`config.mk`:
```
export PLATFORM = sky130hd
export DESIGN_NAME = axi_mst_traffic_gen
export DESIGN_NICKNAME = d
export VERILOG_FILES = /design/src/rtl/axi_mst_traffic_gen.sv
export SDC_FILE = /design/constraint.sdc
export NUM_CORES = 1
export LEC_CHECK = 0
export ABC_CLOCK_PERIOD_IN_PS = 4700
export CAP_MARGIN = 15
export CORE_ASPECT_RATIO = 1.5
export CORE_MARGIN = 1
export CORE_UTILIZATION = 40
export DETAILED_ROUTE_END_ITERATION = 8
export HOLD_SLACK_MARGIN = 0.15
export PLACE_DENSITY = 0.82
export SETUP_SLACK_MARGIN = 0.5
export SLEW_MARGIN = 25
export SYNTH_ARGS = -nofsm -noshare
export SYNTH_HDL_FRONTEND = slang
export SYNTH_SLANG_ARGS = --single-unit
```
`constraint.sdc`:
```
create_clock -name clk -period 4.7 [get_ports clk]
set_input_delay 0.94 -clock clk [delete_from_list [all_inputs] [get_ports clk]]
set_output_delay 0.94 -clock clk [all_outputs]
set_load 0.005 [all_outputs]
```
`src/rtl/axi_mst_traffic_gen.sv`:
```
// AXI4 master traffic generator: per iteration writes one INCR burst of a
// deterministic pattern, waits for B, reads the burst back and checks every
// beat. Protocol/data errors are counted (saturating) and flagged (sticky).
module axi_mst_traffic_gen #(
    parameter int                ADDR_W    = 32,
    parameter int                DATA_W    = 32,
    parameter int                ID_W      = 4,
    parameter logic [ID_W-1:0]   TXN_ID    = 4'h1,
    parameter int                BURST_LEN = 8,
    parameter logic [ADDR_W-1:0] BASE_ADDR = 32'h0000_1000,
    parameter int                NUM_ITER  = 16
) (
    input  logic                clk,
    input  logic                rst,
    input  logic                start,
    output logic                busy,
    output logic                done,
    output logic                err,
    output logic [15:0]         err_cnt,
    output logic [ID_W-1:0]     awid,
    output logic [ADDR_W-1:0]   awaddr,
    output logic [7:0]          awlen,
    output logic [2:0]          awsize,
    output logic [1:0]          awburst,
    output logic                awvalid,
    input  logic                awready,
    output logic [DATA_W-1:0]   wdata,
    output logic [DATA_W/8-1:0] wstrb,
    output logic                wlast,
    output logic                wvalid,
    input  logic                wready,
    input  logic [ID_W-1:0]     bid,
    input  logic [1:0]          bresp,
    input  logic                bvalid,
    output logic                bready,
    output logic [ID_W-1:0]     arid,
    output logic [ADDR_W-1:0]   araddr,
    output logic [7:0]          arlen,
    output logic [2:0]          arsize,
    output logic [1:0]          arburst,
    output logic                arvalid,
    input  logic                arready,
    input  logic [ID_W-1:0]     rid,
    input  logic [DATA_W-1:0]   rdata,
    input  logic [1:0]          rresp,
    input  logic                rlast,
    input  logic                rvalid,
    output logic                rready
);
    localparam int                BYTES     = DATA_W / 8;
    localparam int                PW        = (ADDR_W > DATA_W) ? ADDR_W : DATA_W;
    localparam logic [2:0]        AXSIZE    = 3'($clog2(BYTES));
    localparam logic [7:0]        AXLEN     = 8'(BURST_LEN - 1);
    localparam logic [4:0]        LAST_BEAT = 5'(BURST_LEN - 1);
    localparam logic [15:0]       LAST_ITER = 16'(NUM_ITER - 1);
    localparam logic [ADDR_W-1:0] STRIDE    = ADDR_W'(BURST_LEN * BYTES);
    localparam logic [ADDR_W-1:0] BEAT_INC  = ADDR_W'(BYTES);

    typedef enum logic [2:0] {
        S_IDLE, S_AW, S_W, S_B, S_AR, S_R, S_NEXT, S_DONE
    } state_e;

    state_e      state_q, state_d;
    logic [15:0] iter_q, iter_d;
    logic [4:0]  beat_q, beat_d;
    logic        err_q, err_d;
    logic [15:0] err_cnt_q, err_cnt_d;
    logic        hit_err;

    // Burst base wraps every 16 iterations; beat address and pattern share beat_q
    // because W and R never overlap.
    logic [ADDR_W-1:0] burst_addr, beat_addr;
    logic [PW-1:0]     pat_full;
    logic [DATA_W-1:0] exp_data;
    assign burst_addr = BASE_ADDR + ADDR_W'(iter_q[3:0]) * STRIDE;
    assign beat_addr  = burst_addr + ADDR_W'(beat_q) * BEAT_INC;
    assign pat_full   = PW'(beat_addr) + PW'(iter_q);
    assign exp_data   = pat_full[DATA_W-1:0];

    // State, counters and error flags
    always_ff @(posedge clk) begin
        if (rst) begin
            state_q   <= S_IDLE;
            iter_q    <= '0;
            beat_q    <= '0;
            err_q     <= 1'b0;
            err_cnt_q <= '0;
        end else begin
            state_q   <= state_d;
            iter_q    <= iter_d;
            beat_q    <= beat_d;
            err_q     <= err_d;
            err_cnt_q <= err_cnt_d;
        end
    end

    // Next-state, beat/iteration sequencing and error detection
    always_comb begin
        state_d   = state_q;
        iter_d    = iter_q;
        beat_d    = beat_q;
        err_d     = err_q;
        err_cnt_d = err_cnt_q;
        hit_err   = 1'b0;
        case (state_q)
            S_IDLE: if (start) begin
                state_d   = S_AW;
                iter_d    = '0;
                beat_d    = '0;
                err_d     = 1'b0;
                err_cnt_d = '0;
            end
            S_AW: if (awready) begin
                state_d = S_W;
                beat_d  = '0;
            end
            S_W: if (wready) begin
                if (beat_q == LAST_BEAT) begin
                    state_d = S_B;
                    beat_d  = '0;
                end else begin
                    beat_d = beat_q + 5'd1;
                end
            end
            S_B: if (bvalid) begin
                hit_err = (bresp != 2'b00) || (bid != TXN_ID);
                state_d = S_AR;
            end
            S_AR: if (arready) begin
                state_d = S_R;
                beat_d  = '0;
            end
            S_R: if (rvalid) begin
                // At most one error per beat, whatever combination went wrong
                hit_err = (rdata != exp_data) || (rresp != 2'b00) || (rid != TXN_ID)
                        || (rlast != (beat_q == LAST_BEAT));
                if (rlast || (beat_q == LAST_BEAT)) begin
                    state_d = S_NEXT;
                    beat_d  = '0;
                end else begin
                    beat_d = beat_q + 5'd1;
                end
            end
            S_NEXT: begin
                iter_d  = iter_q + 16'd1;
                state_d = (iter_q == LAST_ITER) ? S_DONE : S_AW;
            end
            S_DONE:  state_d = S_IDLE;
            default: state_d = S_IDLE;
        endcase
        if (hit_err) begin
            err_d = 1'b1;
            if (err_cnt_q != 16'hFFFF) err_cnt_d = err_cnt_q + 16'd1;
        end
    end

    // Channel outputs depend on state only; payloads read zero when not valid
    assign awvalid = (state_q == S_AW);
    assign awid    = awvalid ? TXN_ID : '0;
    assign awaddr  = awvalid ? burst_addr : '0;
    assign awlen   = awvalid ? AXLEN : '0;
    assign awsize  = awvalid ? AXSIZE : '0;
    assign awburst = awvalid ? 2'b01 : 2'b00;

    assign wvalid  = (state_q == S_W);
    assign wdata   = wvalid ? exp_data : '0;
    assign wstrb   = wvalid ? '1 : '0;
    assign wlast   = wvalid && (beat_q == LAST_BEAT);

    assign bready  = (state_q == S_B);

    assign arvalid = (state_q == S_AR);
    assign arid    = arvalid ? TXN_ID : '0;
    assign araddr  = arvalid ? burst_addr : '0;
    assign arlen   = arvalid ? AXLEN : '0;
    assign arsize  = arvalid ? AXSIZE : '0;
    assign arburst = arvalid ? 2'b01 : 2'b00;

    assign rready  = (state_q == S_R);

    assign busy    = (state_q != S_IDLE) && (state_q != S_DONE);
    assign done    = (state_q == S_DONE);
    assign err     = err_q;
    assign err_cnt = err_cnt_q;
endmodule

```
==> flow_summary_export.csv, run 1 <==
group,metric,value,unit
cts,clock-root-buffer,"clkbuf_16",
timing,fin_tns_setup,0,ns
run_status,outcome,"complete, no violations",
grt,grt_pass1_wl,17730,um
min_path,holdPathEnd,"err$_SDFFE_PP0P_",
synth,synth_area,0.004477,mm^2
synth,synthAdderAreaFrac,0.06652,
setup_path,critPathMaxFanout,8,
route,dr.first_iter.drc_count,318,
flow_run,maxCapViolations,0,
grt,grt_pass1_vias,3737,
timing,grt_setup_unrepaired,"no",
route,drc,0,
power_and_ir_drop,p_clk_frac,0.331,
cts,clk_path_buf_depth,2,
grt,antenna_found_initial,0,
route,wl_per_cell,13.62,um
synth,ys_warn_count,0,
grt,grt_max_degree,30,
min_path,hold_path.class,"flop to flop",
floorplan,die-area,0.01163,mm^2
floorplan,num_io_pins,212,
synth,yosysSeqAreaShare,0.1833,
setup_path,crit_type,"flop to output port",
cts,cts_made_buffers,5,
cts,clock_sinks,41,
power_and_ir_drop,p_comb_frac,0.348,
setup_path,r2r_end,"err_cnt[0]$_SDFF_PP0_",
setup_path,r2r_setup_slack,1.15,ns
synth,synth_ff_type,"dfxtp_1",
power_and_ir_drop,p_int,0.0008274,W
timing,skew,0.007094,ns
finish,synthToLayoutAreaGrowth,22.14,%
power_and_ir_drop,p_per_area,220.1,mW/mm^2
cts,cts_tree,"yes",
timing,fin_crit,4.026,ns
power_and_ir_drop,switching_share,0.3126,
setup_path,critPathLaunchType,"flop",
synth,synth-simple-area-share,0.2803,
route,routed_wl,11300,um
floorplan,initial_utilization,0.4093,
setup_path,critPathCaptureType,"output port",
timing,final_max_slew_viol_count,0,
grt,overflow,0,
min_path,whs_path_depth,2,
setup_path,timing.rr.start,"iter_q[3]$_SDFFE_PP0P_",
power_and_ir_drop,p_leak,2.169,nW
cts,clkTransAtPathRegs,0.06,ns
finish,n_fill_cell,1099,
finish,layout_commonest_cell,"clkdlybuf4s50_1",
synth,synth_xor_area_frac,0.05925,
route,vias,4266,
floorplan,die_w,88.38,um
finish,final_core_util,0.4999,
floorplan,num_rows,47,
finish,mostFrequentLayoutCells,"119 x clkdlybuf4s50_1, 91 x conb_1, 70 x nor2_1",
min_path,hold_start,"err$_SDFFE_PP0P_",
synth,synth-seq-cells,41,
route,vias_per_cell,5.140,
power_and_ir_drop,ir_worst_vdd,0.1541,mV
placement,dp_slack,0.7975,ns
synth,ys_async_sr_fraction,0,
timing,hold_ws,0.4684,ns
cts,ctsHoldBuffers,0,
route,drt-pass1-iter-count,5,
synth,synth-compound-area-share,0.1677,
floorplan,die_y,131.6,um
finish,drive_gt1_frac,0.04832,
finish,fin_nets,757,
synth,synth_cell_types,69,
timing,fin_crit_sh,0.8566,
timing,relSlewSlack,0.3558,
placement,place_congestion,0.8732,
synth,synth_area_per_cell,7.537,um^2
cts,clk_latency,0.28,ns
timing,setup_ws,0.6738,ns
synth,muxShareOfSynthArea,0.02152,
synth,syn_inst,594,
power_and_ir_drop,pwr-share-seq,0.322,
timing,worstMarginPinSlew,0.9633,ns
synth,synth_enable_flop_cells,0,
route,ant_nets,0,
placement,place_hpwl,8809,um
timing,fmax,248.4,MHz
timing,setup_violations,0,
floorplan,coreArea,0.01094,mm^2
placement,portBuffers,120,
timing,hold_violations,0,
cts,post_cts_buffers,0,
cts,htreeDepth,2,
finish,n_antenna_cell,0,
grt,grt_usage,0.1889,
setup_path,reg2reg_depth,12,
setup_path,worstPathRequired,3.76,ns
power_and_ir_drop,switchingPower,0.0003762,W
synth,synth_top_family_by_area,"simple AND/OR/NAND/NOR gates",
setup_path,worst_ep_arrival_time,3.09,ns
worst max path at each step:
stage,startpoint,end,slack [ns]
after detailed placement,iter_q[3]$_SDFFE_PP0P_,wdata[15],0.80
after global routing,iter_q[5]$_SDFFE_PP0P_,wdata[10],0.53
after CTS,iter_q[3]$_SDFFE_PP0P_,wdata[15],0.58
after floorplan,iter_q[3]$_SDFFE_PP0P_,err_cnt[11]$_SDFF_PP0_,1.46
after global placement,iter_q[3]$_SDFFE_PP0P_,wdata[15],0.84
final,iter_q[3]$_SDFFE_PP0P_,wdata[15],0.67
power groups by stage:
stage               Combinational [W]  Clock [W]  Sequential [W]
floorplan                    0.000334          0        0.000371
global placement             0.000412          0        0.000394
detailed placement           0.000417          0        0.000395
CTS                          0.000419   0.000410        0.000387
global route                 0.000463   0.000427        0.000391
finish                       0.000419   0.000398        0.000387
flip-flops by register name, indices dropped and copies added (netlist names):
name	cells
beat_q	5
state_q	3
err	1
err_cnt	16
iter_q	16
stage by stage:
| stage | power (W) | cells | area [um^2] |
|---|---|---|---|
| after floorplan | 0.0007052 | 684 | 4815 |
| after global placement | 0.0008064 | 822 | 5291 |
| after detailed placement | 0.0008113 | 822 | 5291 |
| after CTS | 0.001216 | 830 | 5469 |
| after global routing | 0.001281 | 830 | 5468 |
| final | 0.001204 | 830 | 5468 |
cell usage after synthesis (2+ instances only):
| master | n | area (um^2) |
|---|---|---|
| a211oi_2 | 2 | 25.02 |
| a21o_1 | 7 | 52.55 |
| a21oi_1 | 31 | 155.2 |
| a22oi_1 | 2 | 15.01 |
| a311oi_1 | 4 | 35.03 |
| a31oi_1 | 7 | 43.79 |
| and2_1 | 16 | 100.1 |
| and3_1 | 13 | 81.33 |
| and4b_1 | 2 | 20.02 |
| buf_2 | 3 | 15.01 |
| buf_4 | 110 | 825.8 |
| buf_6 | 2 | 22.52 |
| clkbuf_1 | 15 | 56.30 |
| dfxtp_1 | 41 | 820.8 |
| fa_1 | 3 | 60.06 |
| ha_1 | 19 | 237.7 |
| inv_1 | 15 | 56.30 |
| mux2i_1 | 7 | 70.07 |
| nand2_1 | 31 | 116.4 |
| nand2b_1 | 5 | 31.28 |
| nand3_1 | 35 | 175.2 |
| nand3b_1 | 5 | 37.54 |
| nand4_1 | 7 | 43.79 |
| nor2_1 | 70 | 262.8 |
| nor2b_1 | 4 | 25.02 |
| nor3_1 | 7 | 35.03 |
| nor3b_1 | 5 | 37.54 |
| nor4_1 | 16 | 100.1 |
| nor4b_1 | 3 | 26.28 |
| o2111a_1 | 2 | 22.52 |
| o2111ai_1 | 2 | 17.52 |
| o211ai_1 | 10 | 75.07 |
| o21a_1 | 3 | 22.52 |
| o21ai_0 | 20 | 100.1 |
| o21ai_1 | 2 | 10.01 |
| o21bai_1 | 2 | 15.01 |
| o22ai_1 | 2 | 12.51 |
| o31ai_1 | 2 | 15.01 |
| or2_2 | 4 | 25.02 |
| or3_1 | 7 | 43.79 |
| or4b_2 | 2 | 20.02 |
| xnor2_1 | 14 | 122.6 |
| xnor3_1 | 4 | 90.09 |
| xor2_1 | 6 | 52.55 |
per-layer routing:
layer,GRT usage,vias up,part of all wire
li1,-,2078,-
met1,0.2094,1980,0.39
met2,0.3491,187,0.53
met3,0.02575,21,0.055
met4,0.07348,0,0.029
met5,0,-,0
layout make-up:
| class | instances | area [um^2] | area share |
|---|---|---|---|
| Clock inverter | 1 | 30.03 | 0.005492 |
| Sequential cell | 41 | 824.5 | 0.1508 |
| Clock buffer | 7 | 142.6 | 0.02609 |
| Timing Repair Buffer | 123 | 1219 | 0.2229 |
| Inverter | 15 | 56.30 | 0.01030 |
| Multi-Input combinational cell | 496 | 3012 | 0.5508 |
| Tap cell | 147 | 183.9 | 0.03364 |
kinds of logic (layout without fill, tap and decap cells):
group / Yosys count / in the layout
AND/OR/NAND/NOR: 239 / 239
adder cells (fa/ha/maj): 22 / 22
buffers and inverters: 147 / 146
multiplexers: 9 / 9
other: 1 / 91
flip-flops: 41 / 41
AO/OA/AOI/OAI: 111 / 111
XOR/XNOR: 24 / 24
critical path, stage by stage (launching register included):
cell             delay, ns
dfxtp_2               0.39
ha_1                  0.25
ha_1                  0.24
fa_1                  0.45
a211oi_2              0.33
o211ai_1              0.20
nand3_1               0.13
a21oi_1               0.09
xnor2_1               0.12
nor2_1                0.09
clkdlybuf4s50_1       0.51
repair_timing:
item | CTS | global route
cloned | 0 | 0
setup endpoints to repair | 1 | 7
resized for setup | 1 | 3
(Power assumes the default switching activity.)
==> inputs of run 2 (changes only) <==
--- a/config.mk
+++ b/config.mk
@@ -10,6 +10,7 @@
 export CORE_ASPECT_RATIO = 1.5
 export CORE_MARGIN = 1
 export CORE_UTILIZATION = 40
+export CTS_BUF_LIST = sky130_fd_sc_hd__clkbuf_2
 export DETAILED_ROUTE_END_ITERATION = 8
 export HOLD_SLACK_MARGIN = 0.15
 export PLACE_DENSITY = 0.82
==> flow_summary_export.csv, run 2 (synthesized netlist as in run 1, its figures left out) <==
group,metric,value,unit
setup_path,critPathLaunchType,"flop",
cts,clk_path_buf_depth,2,
min_path,holdPathEnd,"err$_SDFFE_PP0P_",
flow_run,maxCapViolations,0,
route,vias,4295,
route,ant_nets,0,
setup_path,critPathMaxFanout,4,
power_and_ir_drop,p_per_area,186.0,mW/mm^2
timing,fin_tns_setup,0,ns
min_path,whs_path_depth,2,
finish,synthToLayoutAreaGrowth,21.74,%
route,wl_per_cell,13.83,um
placement,place_congestion,0.8732,
placement,post_dp_cell_area,0.005291,mm^2
finish,layout_commonest_cell,"clkdlybuf4s50_1",
timing,skew,0.03319,ns
power_and_ir_drop,p_leak,2.131,nW
grt,antenna_found_initial,0,
timing,fin_crit,4.131,ns
setup_path,reg2reg_depth,12,
grt,grt_usage,0.1912,
finish,final_area,0.005450,mm^2
route,vias_per_cell,5.156,
min_path,hold_path.class,"flop to flop",
floorplan,num_rows,47,
timing,grt_setup_unrepaired,"yes",
setup_path,path_cells,"ha_1, ha_2, fa_2, a211oi_4, o211ai_1, nand3_1, a21oi_2, xnor2_1, nor2_1, clkdlybuf4s50_1",
route,dr.first_iter.drc_count,270,
grt,grt_pass1_vias,3729,
setup_path,r2r_setup_slack,1.20,ns
setup_path,worst_ep_arrival_time,3.19,ns
cts,clock-root-buffer,"clkbuf_2",
cts,ctsHoldBuffers,0,
setup_path,worstPathRequired,3.76,ns
timing,setup_violations,0,
setup_path,slowest_stage,"clkdlybuf4s50_1",
setup_path,max_stage_delay,0.51,ns
cts,cts_tree,"yes",
grt,grt_max_degree,30,
setup_path,crit_buf_inv,1,
timing,fin_crit_sh,0.8790,
setup_path,timing.rr.start,"beat_q[1]$_SDFFE_PP0P_",
finish,drive_gt1_frac,0.06851,
setup_path,critPathCaptureType,"output port",
min_path,hold_start,"err$_SDFFE_PP0P_",
grt,grt_pass1_wl,17770,um
grt,overflow,0,
finish,fin_nets,760,
floorplan,num_io_pins,212,
floorplan,die_w,88.38,um
timing,relSlewSlack,0.3675,
floorplan,coreArea,0.01094,mm^2
placement,portBuffers,120,
setup_path,crit_type,"flop to output port",
finish,n_antenna_cell,0,
placement,post-place-cells,822,
cts,clk_latency,0.42,ns
cts,htreeDepth,2,
floorplan,initial_utilization,0.4093,
power_and_ir_drop,ir_worst_vdd,0.1047,mV
setup_path,crit_family,"adder cells",
timing,fmax,242.1,MHz
finish,mostFrequentLayoutCells,"119 x clkdlybuf4s50_1, 91 x conb_1, 70 x nor2_1",
timing,final_max_slew_viol_count,0,
placement,place_hpwl,8809,um
setup_path,r2r_end,"err_cnt[0]$_SDFF_PP0_",
run_status,outcome,"complete, no violations",
timing,hold_violations,0,
finish,stdcell_count,833,
route,routed_wl,11520,um
power_and_ir_drop,finalPower,0.001014,W
floorplan,die_y,131.6,um
route,drt-pass1-iter-count,5,
floorplan,die-area,0.01163,mm^2
finish,n_fill_cell,1097,
finish,final_core_util,0.4983,
timing,worstMarginPinSlew,0.9458,ns
cts,cts_made_buffers,5,
cts,clock_sinks,41,
cts,clkTransAtPathRegs,0.20,ns
route,drc,0,
run 2: cell types whose count changed in the layout (fill, tap and decap cells not counted), sizes merged:
| cell | delta |
|---|---|
| buf | +3 |
| clkbuf | -1 |
| clkinv | +1 |
run 2: report_power, final:
part / switching [W] / leakage, nW / internal (W)
Combinational: 0.000213 / 1.76 / 0.000205
Clock: 0.000120 / 0.0406 / 0.0000907
Sequential: 0.0000304 / 0.335 / 0.000355
run 2: what timing repair did:
| item | CTS | global route |
|---|---|---|
| hold endpoints to repair | 0 | 0 |
| endpoints found under the setup margin | 7 | 9 |
| pin swaps | 1 | 5 |
| gates resized for setup | 5 | 19 |
| buffers inserted | 0 | 3 |
run 2: how the worst max path moves through the flow:
stage | from | to | slack (ns) | cells after the start
5_1_grt | iter_q[2]$_SDFFE_PP0P_ | wdata[9] | 0.44 | 9
6_report | beat_q[1]$_SDFFE_PP0P_ | wdata[15] | 0.57 | 10
3_3_place_gp | iter_q[3]$_SDFFE_PP0P_ | wdata[15] | 0.84 | 10
2_1_floorplan | iter_q[3]$_SDFFE_PP0P_ | err_cnt[11]$_SDFF_PP0_ | 1.46 | 12
4_1_cts | iter_q[6]$_SDFFE_PP0P_ | wdata[15] | 0.52 | 9
3_5_place_dp | iter_q[3]$_SDFFE_PP0P_ | wdata[15] | 0.80 | 10
run 2: per-layer routing:
layer  track usage  part of all wire
met1        0.2118              0.39
met2        0.3496              0.52
met3       0.02889             0.057
met4       0.07885             0.038
met5             0                 0
run 2: cell type report:
class	instances	area, um^2	share of cell area
multi-input combinational	496	3065	0.5624
timing repair buffer	126	1241	0.2277
sequential	41	839.6	0.1540
tap	147	183.9	0.03375
inverter	15	56.30	0.01033
clock inverter	2	33.78	0.006198
clock buffer	6	30.03	0.005510
run 2: per-stage QoR:
stage                     setup slack (ns)  hold WS, ns
final                               0.5686       0.4831
after floorplan                      1.460       0.4527
after global routing                0.4424       0.5148
after CTS                           0.5204       0.4941
after detailed placement            0.7975       0.4647
after global placement              0.8383       0.4680
run 2: worst reg2reg max path: cells and delay by family, from the launching register on:
kind / cells / cell delay, ns
muxes: 1 / 0.36
AOI/OAI and AO/OA: 2 / 0.45
adders and majority gates: 3 / 0.95
xor gates and xnor gates: 1 / 0.25
and+or+nand+nor: 5 / 1.08
DFF: 1 / 0.38
==> inputs of run 3 (changes only) <==
--- a/config.mk
+++ b/config.mk
@@ -5,15 +5,15 @@
 export SDC_FILE = /design/constraint.sdc
 export NUM_CORES = 1
 export LEC_CHECK = 0
-export ABC_CLOCK_PERIOD_IN_PS = 4700
+export ABC_CLOCK_PERIOD_IN_PS = 3800
 export CAP_MARGIN = 15
 export CORE_ASPECT_RATIO = 1.5
 export CORE_MARGIN = 1
-export CORE_UTILIZATION = 40
+export CORE_UTILIZATION = 39
 export CTS_BUF_LIST = sky130_fd_sc_hd__clkbuf_2
 export DETAILED_ROUTE_END_ITERATION = 8
 export HOLD_SLACK_MARGIN = 0.15
-export PLACE_DENSITY = 0.82
+export PLACE_DENSITY = 0.83
 export SETUP_SLACK_MARGIN = 0.5
 export SLEW_MARGIN = 25
 export SYNTH_ARGS = -nofsm -noshare
==> constraint.sdc (replaced) <==
create_clock -name clk -period 3.8 [get_ports clk]
set_input_delay 0.76 -clock clk [delete_from_list [all_inputs] [get_ports clk]]
set_output_delay 0.76 -clock clk [all_outputs]
set_load 0.005 [all_outputs]
==> flow_summary_export.csv, run 3 (synthesized netlist as in run 1, its figures left out) <==
group,metric,value,unit
route,vias,4532,
placement,dp_slack,0.1541,ns
power_and_ir_drop,p_per_area,217.6,mW/mm^2
cts,clk_latency,0.40,ns
cts,clock-root-buffer,"clkbuf_2",
route,drt-pass1-iter-count,4,
timing,final_max_slew_viol_count,0,
grt,overflow,0,
cts,htreeDepth,2,
route,dr.first_iter.drc_count,218,
timing,setup_ws,0.2586,ns
timing,grt_setup_unrepaired,"yes",
setup_path,crit_type,"flop to output port",
run_status,outcome,"complete, no violations",
timing,setup_violations,0,
floorplan,die_y,133.2,um
route,routed_wl,13180,um
grt,grt_pass1_wl,19640,um
placement,place_hpwl,8814,um
floorplan,initial_utilization,0.4028,
cts,cts_tree,"yes",
route,vias_per_cell,5.098,
cts,clk_path_buf_depth,2,
grt,grt_max_degree,45,
placement,place_congestion,0.8868,
setup_path,worstPathRequired,3.04,ns
cts,cts_made_buffers,5,
setup_path,critPathCaptureType,"output port",
setup_path,worst_ep_arrival_time,2.78,ns
floorplan,num_io_pins,212,
cts,clock_sinks,41,
setup_path,reg2reg_depth,17,
floorplan,die-area,0.01192,mm^2
floorplan,die_w,89.48,um
power_and_ir_drop,ir_worst_vdd,0.1797,mV
cts,clkTransAtPathRegs,0.22,ns
finish,layout_commonest_cell,"clkdlybuf4s50_1",
setup_path,critPathMaxFanout,2,
setup_path,critPathLaunchType,"flop",
timing,fmax,282.4,MHz
timing,relSlewSlack,0.3249,
min_path,hold_path.class,"flop to flop",
timing,fin_crit_sh,0.9319,
grt,antenna_found_initial,0,
route,wl_per_cell,14.83,um
grt,grt_pass1_vias,4123,
timing,fin_tns_setup,0,ns
finish,drive_gt1_frac,0.2197,
flow_run,maxCapViolations,0,
timing,fin_crit,3.541,ns
floorplan,num_rows,47,
finish,n_antenna_cell,0,
timing,hold_violations,0,
route,ant_nets,0,
power_and_ir_drop,finalPower,0.001365,W
min_path,whs_path_depth,2,
finish,mostFrequentLayoutCells,"107 x clkdlybuf4s50_1, 91 x conb_1, 65 x nor2_1",
timing,hold_ws,0.4861,ns
timing,skew,0.01782,ns
grt,grt_usage,0.2083,
finish,fin_nets,816,
finish,synthToLayoutAreaGrowth,40.16,%
timing,worstMarginPinSlew,1.010,ns
power_and_ir_drop,p_leak,2.561,nW
placement,portBuffers,120,
floorplan,coreArea,0.01111,mm^2
route,drc,0,
## run 3: cell types whose count changed in the layout (fill, tap and decap cells not counted), moves of 9 or more
cell / change
buf_4: +38
buf_6: +17
clkdlybuf4s50_1: -12
buf_2: +9
nand3_1: -9
nand3_2: +9
## run 3: final cells by class
type	count	area, um^2
sequential	41	835.8
timing repair buffer	181	1677
clock inverter	3	65.06
multi-input combinational	497	3432
inverter	15	56.30
fill	984	4840
tap	147	183.9
clock buffer	5	25.02
## run 3: final timing paths
kind / to / slack [ns] / start
setup reg to reg: err_cnt[12]$_SDFF_PP0_ / 0.32 / iter_q[6]$_SDFFE_PP0P_
hold reg to reg: err$_SDFFE_PP0P_ / 0.49 / err$_SDFFE_PP0P_
setup / recovery: wdata[9] / 0.26 / iter_q[6]$_SDFFE_PP0P_
hold / removal: err$_SDFFE_PP0P_ / 0.49 / err$_SDFFE_PP0P_
## run 3: repair_timing
action / 4_1_cts / 5_1_grt
pin swaps: 51 / 32
buffers inserted: 33 / 11
hold buffers: 0 / 0
gates cloned: 1 / 0
gates resized for setup: 120 / 30
endpoints found under the setup margin: 29 / 32
## run 3: stage by stage
stage          instance area, um^2  utilization  std cells
2_1_floorplan                 4815            -        684
3_3_place_gp                  5396       0.4855        836
3_5_place_dp                  5396       0.4855        836
4_1_cts                       6097       0.5486        878
5_1_grt                       6275       0.5646        889
6_report                      6275       0.5646        889
## run 3: layer usage
layer | global-route usage | vias to the layer above | part of all wire
li1 | - | 2195 | -
met1 | 0.2256 | 2106 | 0.38
met3 | 0.02354 | 40 | 0.043
met5 | 0 | - | 0
met4 | 0.09436 | 0 | 0.038
met2 | 0.3897 | 191 | 0.54
## run 3: critical path, cell delays in order, from the launching register on
cell	delay [ns]
dfxtp_4	0.40
fa_1	0.51
ha_4	0.19
buf_4	0.15
a211oi_4	0.27
buf_4	0.17
buf_6	0.09
buf_6	0.09
o21ai_4	0.05
a21oi_2	0.15
xor2_1	0.14
nor2_1	0.05
buf_2	0.12
## run 3: power breakdown
| part | switching, W | internal [W] | leakage, nW |
|---|---|---|---|
| registers | 0.0000365 | 0.000441 | 0.335 |
| clock network | 0.000149 | 0.000176 | 0.0529 |
| logic | 0.000288 | 0.000275 | 2.17 |
| total | 0.000473 | 0.000892 | 2.56 |
